[config.mk]
export PLATFORM = sky130hd
export DESIGN_NAME = i3c_xfer_sequencer
export DESIGN_NICKNAME = d
export VERILOG_FILES = /design/src/rtl/i3c_xfer_sequencer.sv
export SDC_FILE = /design/constraint.sdc
export NUM_CORES = 1
export LEC_CHECK = 0
export CAP_MARGIN = 20
export CORE_MARGIN = 3
export CORE_UTILIZATION = 25
export CTS_BUF_LIST = sky130_fd_sc_hd__clkbuf_2 sky130_fd_sc_hd__clkbuf_4 sky130_fd_sc_hd__clkbuf_8
export DETAILED_ROUTE_END_ITERATION = 12
export PLACE_DENSITY = 0.49
export SYNTH_ARGS = -nofsm -noshare
export SYNTH_HDL_FRONTEND = slang
export SYNTH_SLANG_ARGS = --single-unit
[constraint.sdc]
create_clock -name clk_i -period 3.1 [get_ports clk_i]
set_input_delay 0.62 -clock clk_i [delete_from_list [all_inputs] [get_ports clk_i]]
set_output_delay 0.62 -clock clk_i [all_outputs]
set_load 0.005 [all_outputs]
[src/rtl/i3c_xfer_sequencer.sv]
// Purpose: sequences one I3C private transfer (START, address byte, N data bytes, optional STOP)
//          and returns one response per descriptor with a status code and a byte count.
// Latency: one command is outstanding at a time; its pulse fires on the first cycle of the state.
// Backpressure: the tx, rx and response streams use valid/ready. A stalled rx byte holds the bus,
//          so no rx_cmd is issued until that byte is taken.
//
// Ports:
//   clk_i, rst_ni                           clock and async active-low reset
//   desc_*                                  descriptor in: addr, rnw, len, stop
//   tx_valid_i/tx_ready_o/tx_data_i         write-data stream in
//   rx_valid_o/rx_ready_i/rx_data_o         read-data stream out
//   abort_i                                 level request for early termination
//   fsm_*_cmd_o, fsm_tx_data_o              command pulses and tx byte to the controller FSM
//   fsm_rx_data_i, fsm_cmd_done_i, fsm_nack_i   completion from the controller FSM
//   resp_valid_o/resp_ready_i/resp_err_o/resp_len_o   response out
//   busy_o                                  high whenever the sequencer is not idle
module i3c_xfer_sequencer #(
    parameter int unsigned LenWidth      = 12,
    parameter int unsigned TimeoutCycles = 65535
) (
    input  logic                clk_i,
    input  logic                rst_ni,
    input  logic                desc_valid_i,
    output logic                desc_ready_o,
    input  logic [6:0]          desc_addr_i,
    input  logic                desc_rnw_i,
    input  logic [LenWidth-1:0] desc_len_i,
    input  logic                desc_stop_i,
    input  logic                tx_valid_i,
    output logic                tx_ready_o,
    input  logic [7:0]          tx_data_i,
    output logic                rx_valid_o,
    input  logic                rx_ready_i,
    output logic [7:0]          rx_data_o,
    input  logic                abort_i,
    output logic                fsm_start_cmd_o,
    output logic                fsm_stop_cmd_o,
    output logic                fsm_tx_cmd_o,
    output logic                fsm_rx_cmd_o,
    output logic [7:0]          fsm_tx_data_o,
    input  logic [7:0]          fsm_rx_data_i,
    input  logic                fsm_cmd_done_i,
    input  logic                fsm_nack_i,
    output logic                resp_valid_o,
    input  logic                resp_ready_i,
    output logic [2:0]          resp_err_o,
    output logic [LenWidth-1:0] resp_len_o,
    output logic                busy_o
);

    localparam int unsigned TmoW = (TimeoutCycles > 0) ? $clog2(TimeoutCycles + 1) : 1;
    localparam logic [TmoW-1:0] TmoLast = (TimeoutCycles > 0) ? TmoW'(TimeoutCycles - 1) : '0;

    localparam logic [2:0] ErrAddrNack = 3'd1;
    localparam logic [2:0] ErrDataNack = 3'd2;
    localparam logic [2:0] ErrAborted  = 3'd3;
    localparam logic [2:0] ErrTimeout  = 3'd4;

    typedef enum logic [3:0] {
        S_IDLE,
        S_START,
        S_ADDR,
        S_TX_FETCH,
        S_TX,
        S_RX,
        S_RX_PUSH,
        S_STOP,
        S_RESP
    } state_e;

    state_e                state_q, state_d;
    logic                  entry_q, entry_d;
    logic [6:0]            addr_q, addr_d;
    logic                  rnw_q, rnw_d;
    logic [LenWidth-1:0]   len_q, len_d;
    logic                  stop_q, stop_d;
    logic [2:0]            err_q, err_d;
    logic [LenWidth-1:0]   cnt_q, cnt_d;
    logic [7:0]            txb_q, txb_d;
    logic [7:0]            rxb_q, rxb_d;
    logic [TmoW-1:0]       tmo_q, tmo_d;

    logic                  cmd_state;
    logic                  done_ok;
    logic                  tmo_hit;
    logic [LenWidth-1:0]   cnt_inc;
    state_e                end_sel;

    assign cmd_state = (state_q == S_START) || (state_q == S_ADDR) || (state_q == S_TX) ||
                       (state_q == S_RX)    || (state_q == S_STOP);
    // The pulse cycle itself cannot carry a completion, so done only counts once waiting.
    assign done_ok   = cmd_state && !entry_q && fsm_cmd_done_i;
    // A done arriving in the expiry cycle takes priority over the timeout.
    assign tmo_hit   = (TimeoutCycles != 0) && cmd_state && (tmo_q == TmoLast) && !fsm_cmd_done_i;
    assign cnt_inc   = cnt_q + 1'b1;
    // Errors always divert to STOP before reaching here, so only the stop flag matters.
    assign end_sel   = stop_q ? S_STOP : S_RESP;

    always_comb begin
        state_d         = state_q;
        addr_d          = addr_q;
        rnw_d           = rnw_q;
        len_d           = len_q;
        stop_d          = stop_q;
        err_d           = err_q;
        cnt_d           = cnt_q;
        txb_d           = txb_q;
        rxb_d           = rxb_q;
        desc_ready_o    = 1'b0;
        tx_ready_o      = 1'b0;
        rx_valid_o      = 1'b0;
        resp_valid_o    = 1'b0;
        fsm_start_cmd_o = 1'b0;
        fsm_stop_cmd_o  = 1'b0;
        fsm_tx_cmd_o    = 1'b0;
        fsm_rx_cmd_o    = 1'b0;
        fsm_tx_data_o   = 8'h00;

        case (state_q)
            S_IDLE: begin
                desc_ready_o = 1'b1;
                if (desc_valid_i) begin
                    addr_d  = desc_addr_i;
                    rnw_d   = desc_rnw_i;
                    len_d   = desc_len_i;
                    stop_d  = desc_stop_i;
                    err_d   = '0;
                    cnt_d   = '0;
                    state_d = S_START;
                end
            end
            S_START: begin
                fsm_start_cmd_o = entry_q;
                if (done_ok) begin
                    // An abort seen here skips the address byte entirely.
                    if (abort_i) begin
                        err_d   = ErrAborted;
                        state_d = S_STOP;
                    end else begin
                        state_d = S_ADDR;
                    end
                end else if (tmo_hit) begin
                    err_d   = ErrTimeout;
                    state_d = S_RESP;
                end
            end
            S_ADDR: begin
                fsm_tx_cmd_o  = entry_q;
                fsm_tx_data_o = {addr_q, rnw_q};
                if (done_ok) begin
                    if (fsm_nack_i) begin
                        err_d   = ErrAddrNack;
                        state_d = S_STOP;
                    end else if (abort_i) begin
                        err_d   = ErrAborted;
                        state_d = S_STOP;
                    end else if (len_q == '0) begin
                        state_d = end_sel;
                    end else begin
                        state_d = rnw_q ? S_RX : S_TX_FETCH;
                    end
                end else if (tmo_hit) begin
                    err_d   = ErrTimeout;
                    state_d = S_RESP;
                end
            end
            S_TX_FETCH: begin
                tx_ready_o = 1'b1;
                if (abort_i) begin
                    err_d   = ErrAborted;
                    state_d = S_STOP;
                end else if (tx_valid_i) begin
                    txb_d   = tx_data_i;
                    state_d = S_TX;
                end
            end
            S_TX: begin
                fsm_tx_cmd_o  = entry_q;
                fsm_tx_data_o = txb_q;
                if (done_ok) begin
                    if (fsm_nack_i) begin
                        err_d   = ErrDataNack;
                        state_d = S_STOP;
                    end else begin
                        // The ACKed byte counts even if an abort ends the transfer here.
                        cnt_d = cnt_inc;
                        if (abort_i) begin
                            err_d   = ErrAborted;
                            state_d = S_STOP;
                        end else if (cnt_inc == len_q) begin
                            state_d = end_sel;
                        end else begin
                            state_d = S_TX_FETCH;
                        end
                    end
                end else if (tmo_hit) begin
                    err_d   = ErrTimeout;
                    state_d = S_RESP;
                end
            end
            S_RX: begin
                fsm_rx_cmd_o = entry_q;
                if (done_ok) begin
                    if (abort_i) begin
                        err_d   = ErrAborted;
                        state_d = S_STOP;
                    end else begin
                        rxb_d   = fsm_rx_data_i;
                        state_d = S_RX_PUSH;
                    end
                end else if (tmo_hit) begin
                    err_d   = ErrTimeout;
                    state_d = S_RESP;
                end
            end
            S_RX_PUSH: begin
                rx_valid_o = 1'b1;
                // Abort drops the held byte uncounted, even if it is taken the same cycle.
                if (abort_i) begin
                    err_d   = ErrAborted;
                    state_d = S_STOP;
                end else if (rx_ready_i) begin
                    cnt_d   = cnt_inc;
                    state_d = (cnt_inc == len_q) ? end_sel : S_RX;
                end
            end
            S_STOP: begin
                fsm_stop_cmd_o = entry_q;
                if (done_ok) begin
                    state_d = S_RESP;
                end else if (tmo_hit) begin
                    err_d   = ErrTimeout;
                    state_d = S_RESP;
                end
            end
            S_RESP: begin
                resp_valid_o = 1'b1;
                if (resp_ready_i) begin
                    state_d = S_IDLE;
                end
            end
            default: begin
                state_d = S_IDLE;
            end
        endcase
    end

    // Every command state is entered from a different state, so a state change marks entry.
    assign entry_d = (state_d != state_q);

    always_comb begin
        tmo_d = '0;
        if (cmd_state && (state_d == state_q)) begin
            tmo_d = tmo_q + 1'b1;
        end
    end

    always_ff @(posedge clk_i or negedge rst_ni) begin
        if (!rst_ni) begin
            state_q <= S_IDLE;
            entry_q <= 1'b0;
            addr_q  <= '0;
            rnw_q   <= 1'b0;
            len_q   <= '0;
            stop_q  <= 1'b0;
            err_q   <= '0;
            cnt_q   <= '0;
            txb_q   <= '0;
            rxb_q   <= '0;
            tmo_q   <= '0;
        end else begin
            state_q <= state_d;
            entry_q <= entry_d;
            addr_q  <= addr_d;
            rnw_q   <= rnw_d;
            len_q   <= len_d;
            stop_q  <= stop_d;
            err_q   <= err_d;
            cnt_q   <= cnt_d;
            txb_q   <= txb_d;
            rxb_q   <= rxb_d;
            tmo_q   <= tmo_d;
        end
    end

    assign rx_data_o  = rxb_q;
    assign resp_err_o = err_q;
    assign resp_len_o = cnt_q;
    assign busy_o     = (state_q != S_IDLE);

endmodule

==> impl_metrics.py <==
metrics = {
    "place": {
        "numPortBuffers": 85,
        "dp_hpwl_mm": 10.9,
        "placedInstanceArea_mm2": 0.00622,
        "place_congestion": 0.879,
    },
    "routing": {
        "wl_met1_mm": 6.55,
        "num_vias": 4398,
        "firstDrtPassIters": 4,
        "post_drt_wl_per_cell_um": 17.6,
        "dr_wl_met3_um": 891,
        "dr.first_iter.drc_count": 265,
        "routed.top_layer": "met4",
        "wl_met2_mm": 7.40,
        "antenna_left": 0,
        "via_per_inst": 5.07,
        "wl_mm": 15.2,
        "drcViolationCount": 0,
    },
    "clock_tree": {
        "cts_tree": "built",
        "cts.clk_slew.worst_paths_ns": 0.08,
        "cts-root-buf": "clkbuf_8",
        "htree_num_levels": 3,
        "cts_num_sinks": 73,
        "numCtsBuffers": 9,
        "clock_latency_ns": 0.37,
        "clock_path_buffers": 2,
    },
    "logic_synthesis": {
        "syn_area_mm2": 0.00452,
        "synth_flop_cell": "dfrtp_1",
        "yosysSeqAreaShare_pct": 40.5,
        "synth_top_area_share_pct": 40.5,
        "ys_seq_elements": 73,
        "yosys.area_share.adder_pct": 1.05,
        "ys_warn_count": 0,
        "synth_edf_count": 0,
        "syn_area_per_cell_um2": 9.51,
        "synthMuxAreaShare_pct": 9.67,
        "synth_compound_area_share_pct": 16.5,
        "postSynthCellCount": 475,
        "yosys-top-cells-area": "dfrtp_1 (40%), mux2_2 (9.2%), nand2_1 (3.9%), xnor2_1 (3.7%), o21ai_0 (3.2%)",
        "synth_top_family_by_area": "simple AND/OR/NAND/NOR gates",
        "synth-xor-area-share_pct": 5.43,
        "async_flop_share_pct": 100,
        "syn_nets": 524,
        "yosys.area.top_type": "dfrtp_1",
        "synth.distinct_cells": 65,
        "synthSimpleGateAreaFrac_pct": 22.7,
    },
    "die": {
        "io_pins": 86,
        "start_util_pct": 25.8,
        "design.core.area_mm2": 0.0175,
        "fp.dieW_um": 140,
        "die_h_um": 140,
        "core.rowCount": 48,
        "fp.dieArea_mm2": 0.0197,
    },
    "timing": {
        "hold_viol_final": 0,
        "skew_ns": 0.0106,
        "slew_viol_final": 0,
        "finalCritPeriodShare_pct": 104,
        "worst_pin_slew_ns": 0.564,
        "tns_ns": -0.872,
        "max_slew_margin_pct": 62.3,
        "whs_ns": 0.130,
        "rsz0062_at_grt": "true",
        "max_freq_mhz": 310,
        "setup_viol_count_final": 14,
        "postLayoutSetupSlackWorst_ns": -0.121,
        "fin_crit_ns": 3.22,
    },
    "layout": {
        "nets": 686,
        "n_antenna_cell": 0,
        "drive_gt1_share_pct": 30.2,
        "fin_area_mm2": 0.00666,
        "finish.utilization_pct": 38.1,
        "synthToLayoutAreaGrowth_pct": 47.4,
    },
    "outcome": {
        "run_status": "finished, violations left",
        "failed_checks": "negative setup slack",
    },
    "global_routing": {
        "overflow": 0,
        "grt_pass1_wl_mm": 24.6,
        "grt_pass1_vias": 4591,
        "antenna_found_initial": 0,
        "grt_max_degree": 74,
        "track_usage_pct": 15.6,
    },
    "setup_path": {
        "reg2reg_setup_slack_ns": -0.09,
        "crit_arrival_ns": 3.50,
        "critPathMaxStageDelay_ns": 0.53,
        "path_max_fanout": 7,
        "path_class": "in2reg",
        "required_ns": 3.37,
        "cp-end-kind": "flip-flop",
        "crit_chain": "dlygate4sd2_1 > or4b_1 > a2111o_1 > nor3_2 > nor2b_1 > o221ai_2 > o21ai_1 > or4_4 > a21o_4 > buf_8 > nor4_2",
        "cp_slowest_cell": "or4_4",
        "start_kind": "primary input",
    },
    "power_and_ir_drop": {
        "ir_drop_mv": 0.334,
        "p_leak_nw": 2.72,
        "p_per_area_mw_per_mm2": 668,
        "p_total_w": 0.00444,
    },
    "run": {
        "maxCapViolCount": 0,
    },
    "hold_path": {
        "hold_path.class": "in2async",
    },
}
[cell usage after synthesis (3+ instances only)]
cell type	instances
a22o_1	8
o21ai_0	29
a31oi_1	4
nand3_1	18
nor2b_1	8
nor3_1	13
nor4_2	7
o31ai_1	7
a22oi_1	3
ha_1	3
nand2_1	47
a211oi_1	3
nor3b_1	3
and3_1	4
a21oi_1	14
and2_1	8
nand2b_1	4
nor2_1	29
nor4_1	13
and4_1	5
a41oi_1	3
o41ai_1	5
nand4_1	6
or3_1	5
mux2_2	37
dfrtp_1	73
xor2_1	9
buf_2	6
xnor2_1	19
inv_1	12
buf_6	3
o211ai_1	7
clkbuf_1	17
[power by group]
group	internal, W	switching [W]	total (W)
logic	0.00117	0.00111	0.00228
registers	0.00120	0.000229	0.00143
clock network	0.000361	0.000371	0.000732
[what timing repair did]
action                                  CTS  global route
buffers inserted                          6             1
pin swaps                                 5             3
gates cloned                              1             0
endpoints found under the setup margin   18            27
resized for setup                        19            19
hold endpoints to repair                  0             0
hold buffers                              0             0
[stage by stage]
stage | cells | worst slack [ns]
2_1_floorplan | 475 | 0.000846
3_3_place_gp | 842 | -0.681
3_5_place_dp | 842 | -0.725
4_1_cts | 865 | -0.0705
5_1_grt | 867 | -0.207
6_report | 867 | -0.121
[cell type report]
type / count / area [um^2]
inverters: 12 / 48.8
clock buffers: 14 / 174
fillers: 1709 / 10800
clock inverters: 2 / 12.5
repair buffers: 179 / 1620
multi-input cells: 362 / 2690
flip-flops and latches: 73 / 1830
well taps: 225 / 282
[routing by layer]
metal,up-vias,track usage (%)
li1,2087,-
met1,2139,19.4
met2,144,25.9
met3,28,4.23
met4,0,5.56
met5,-,0
[worst paths after layout]
check | from | endpoint | cells after the start
setup / recovery | abort_i | tmo_q[10] | 11
hold / removal | rst_ni | resp_len_o[4] | 1
setup reg to reg | resp_len_o[1] | tmo_q[10] | 12
hold reg to reg | rx_data_o[7] | rx_data_o[7] | 1
max in group asynchronous | rst_ni | len_q[8] | 2
min in group clk_i | rx_data_o[7] | rx_data_o[7] | 1
[state kept, by name, summed over array words and instances (netlist names), 3 cells and up]
name        cells
resp_len_o     12
rx_data_o       8
state_q         4
tmo_q          16
resp_err_o      3
len_q          12
txb_q           8
addr_q          7
[worst max-delay path, delay by kind of cell]
kind | cells | cell delay [ns]
AOI/OAI and AO/OA | 4 | 1.03
buffers and inverters | 2 | 0.38
and+or+nand+nor | 5 | 1.45
[kinds of logic after synthesis]
group,Yosys count
compound gates,108
simple gates,182
fa+ha+maj,4
mux,39
flops,73
buf+inv,41
xor+xnor,28
[cell usage in the layout, fill, tap and decap left out, types with 3 or more instances in the layout]
| cell type | Yosys | layout |
|---|---|---|
| clkbuf_4 | 0 | 3 |
| nand2b_1 | 4 | 4 |
| nor3_2 | 0 | 5 |
| nor2b_1 | 8 | 7 |
| nor2_1 | 29 | 28 |
| mux2_2 | 37 | 37 |
| nand2_1 | 47 | 46 |
| dfrtp_2 | 0 | 3 |
| nor3_1 | 13 | 6 |
| a31oi_1 | 4 | 4 |
| nor4_1 | 13 | 11 |
| or3_1 | 5 | 5 |
| nor3b_1 | 3 | 3 |
| o211ai_1 | 7 | 7 |
| dfrtp_1 | 73 | 70 |
| inv_1 | 12 | 11 |
| xnor2_1 | 19 | 18 |
| and3_1 | 4 | 3 |
| xor2_1 | 9 | 9 |
| o31ai_1 | 7 | 7 |
| nor4_2 | 7 | 9 |
| a22oi_1 | 3 | 3 |
| a21oi_1 | 14 | 14 |
| nand4_1 | 6 | 6 |
| and4_1 | 5 | 5 |
| buf_6 | 3 | 3 |
| a22o_1 | 8 | 8 |
| buf_4 | 1 | 88 |
| o41ai_1 | 5 | 4 |
| and2_1 | 8 | 8 |
| o21ai_0 | 29 | 27 |
| clkbuf_8 | 0 | 11 |
| nand3_1 | 18 | 18 |
| clkdlybuf4s50_1 | 0 | 82 |
Power figures use the tool's default switching activity.
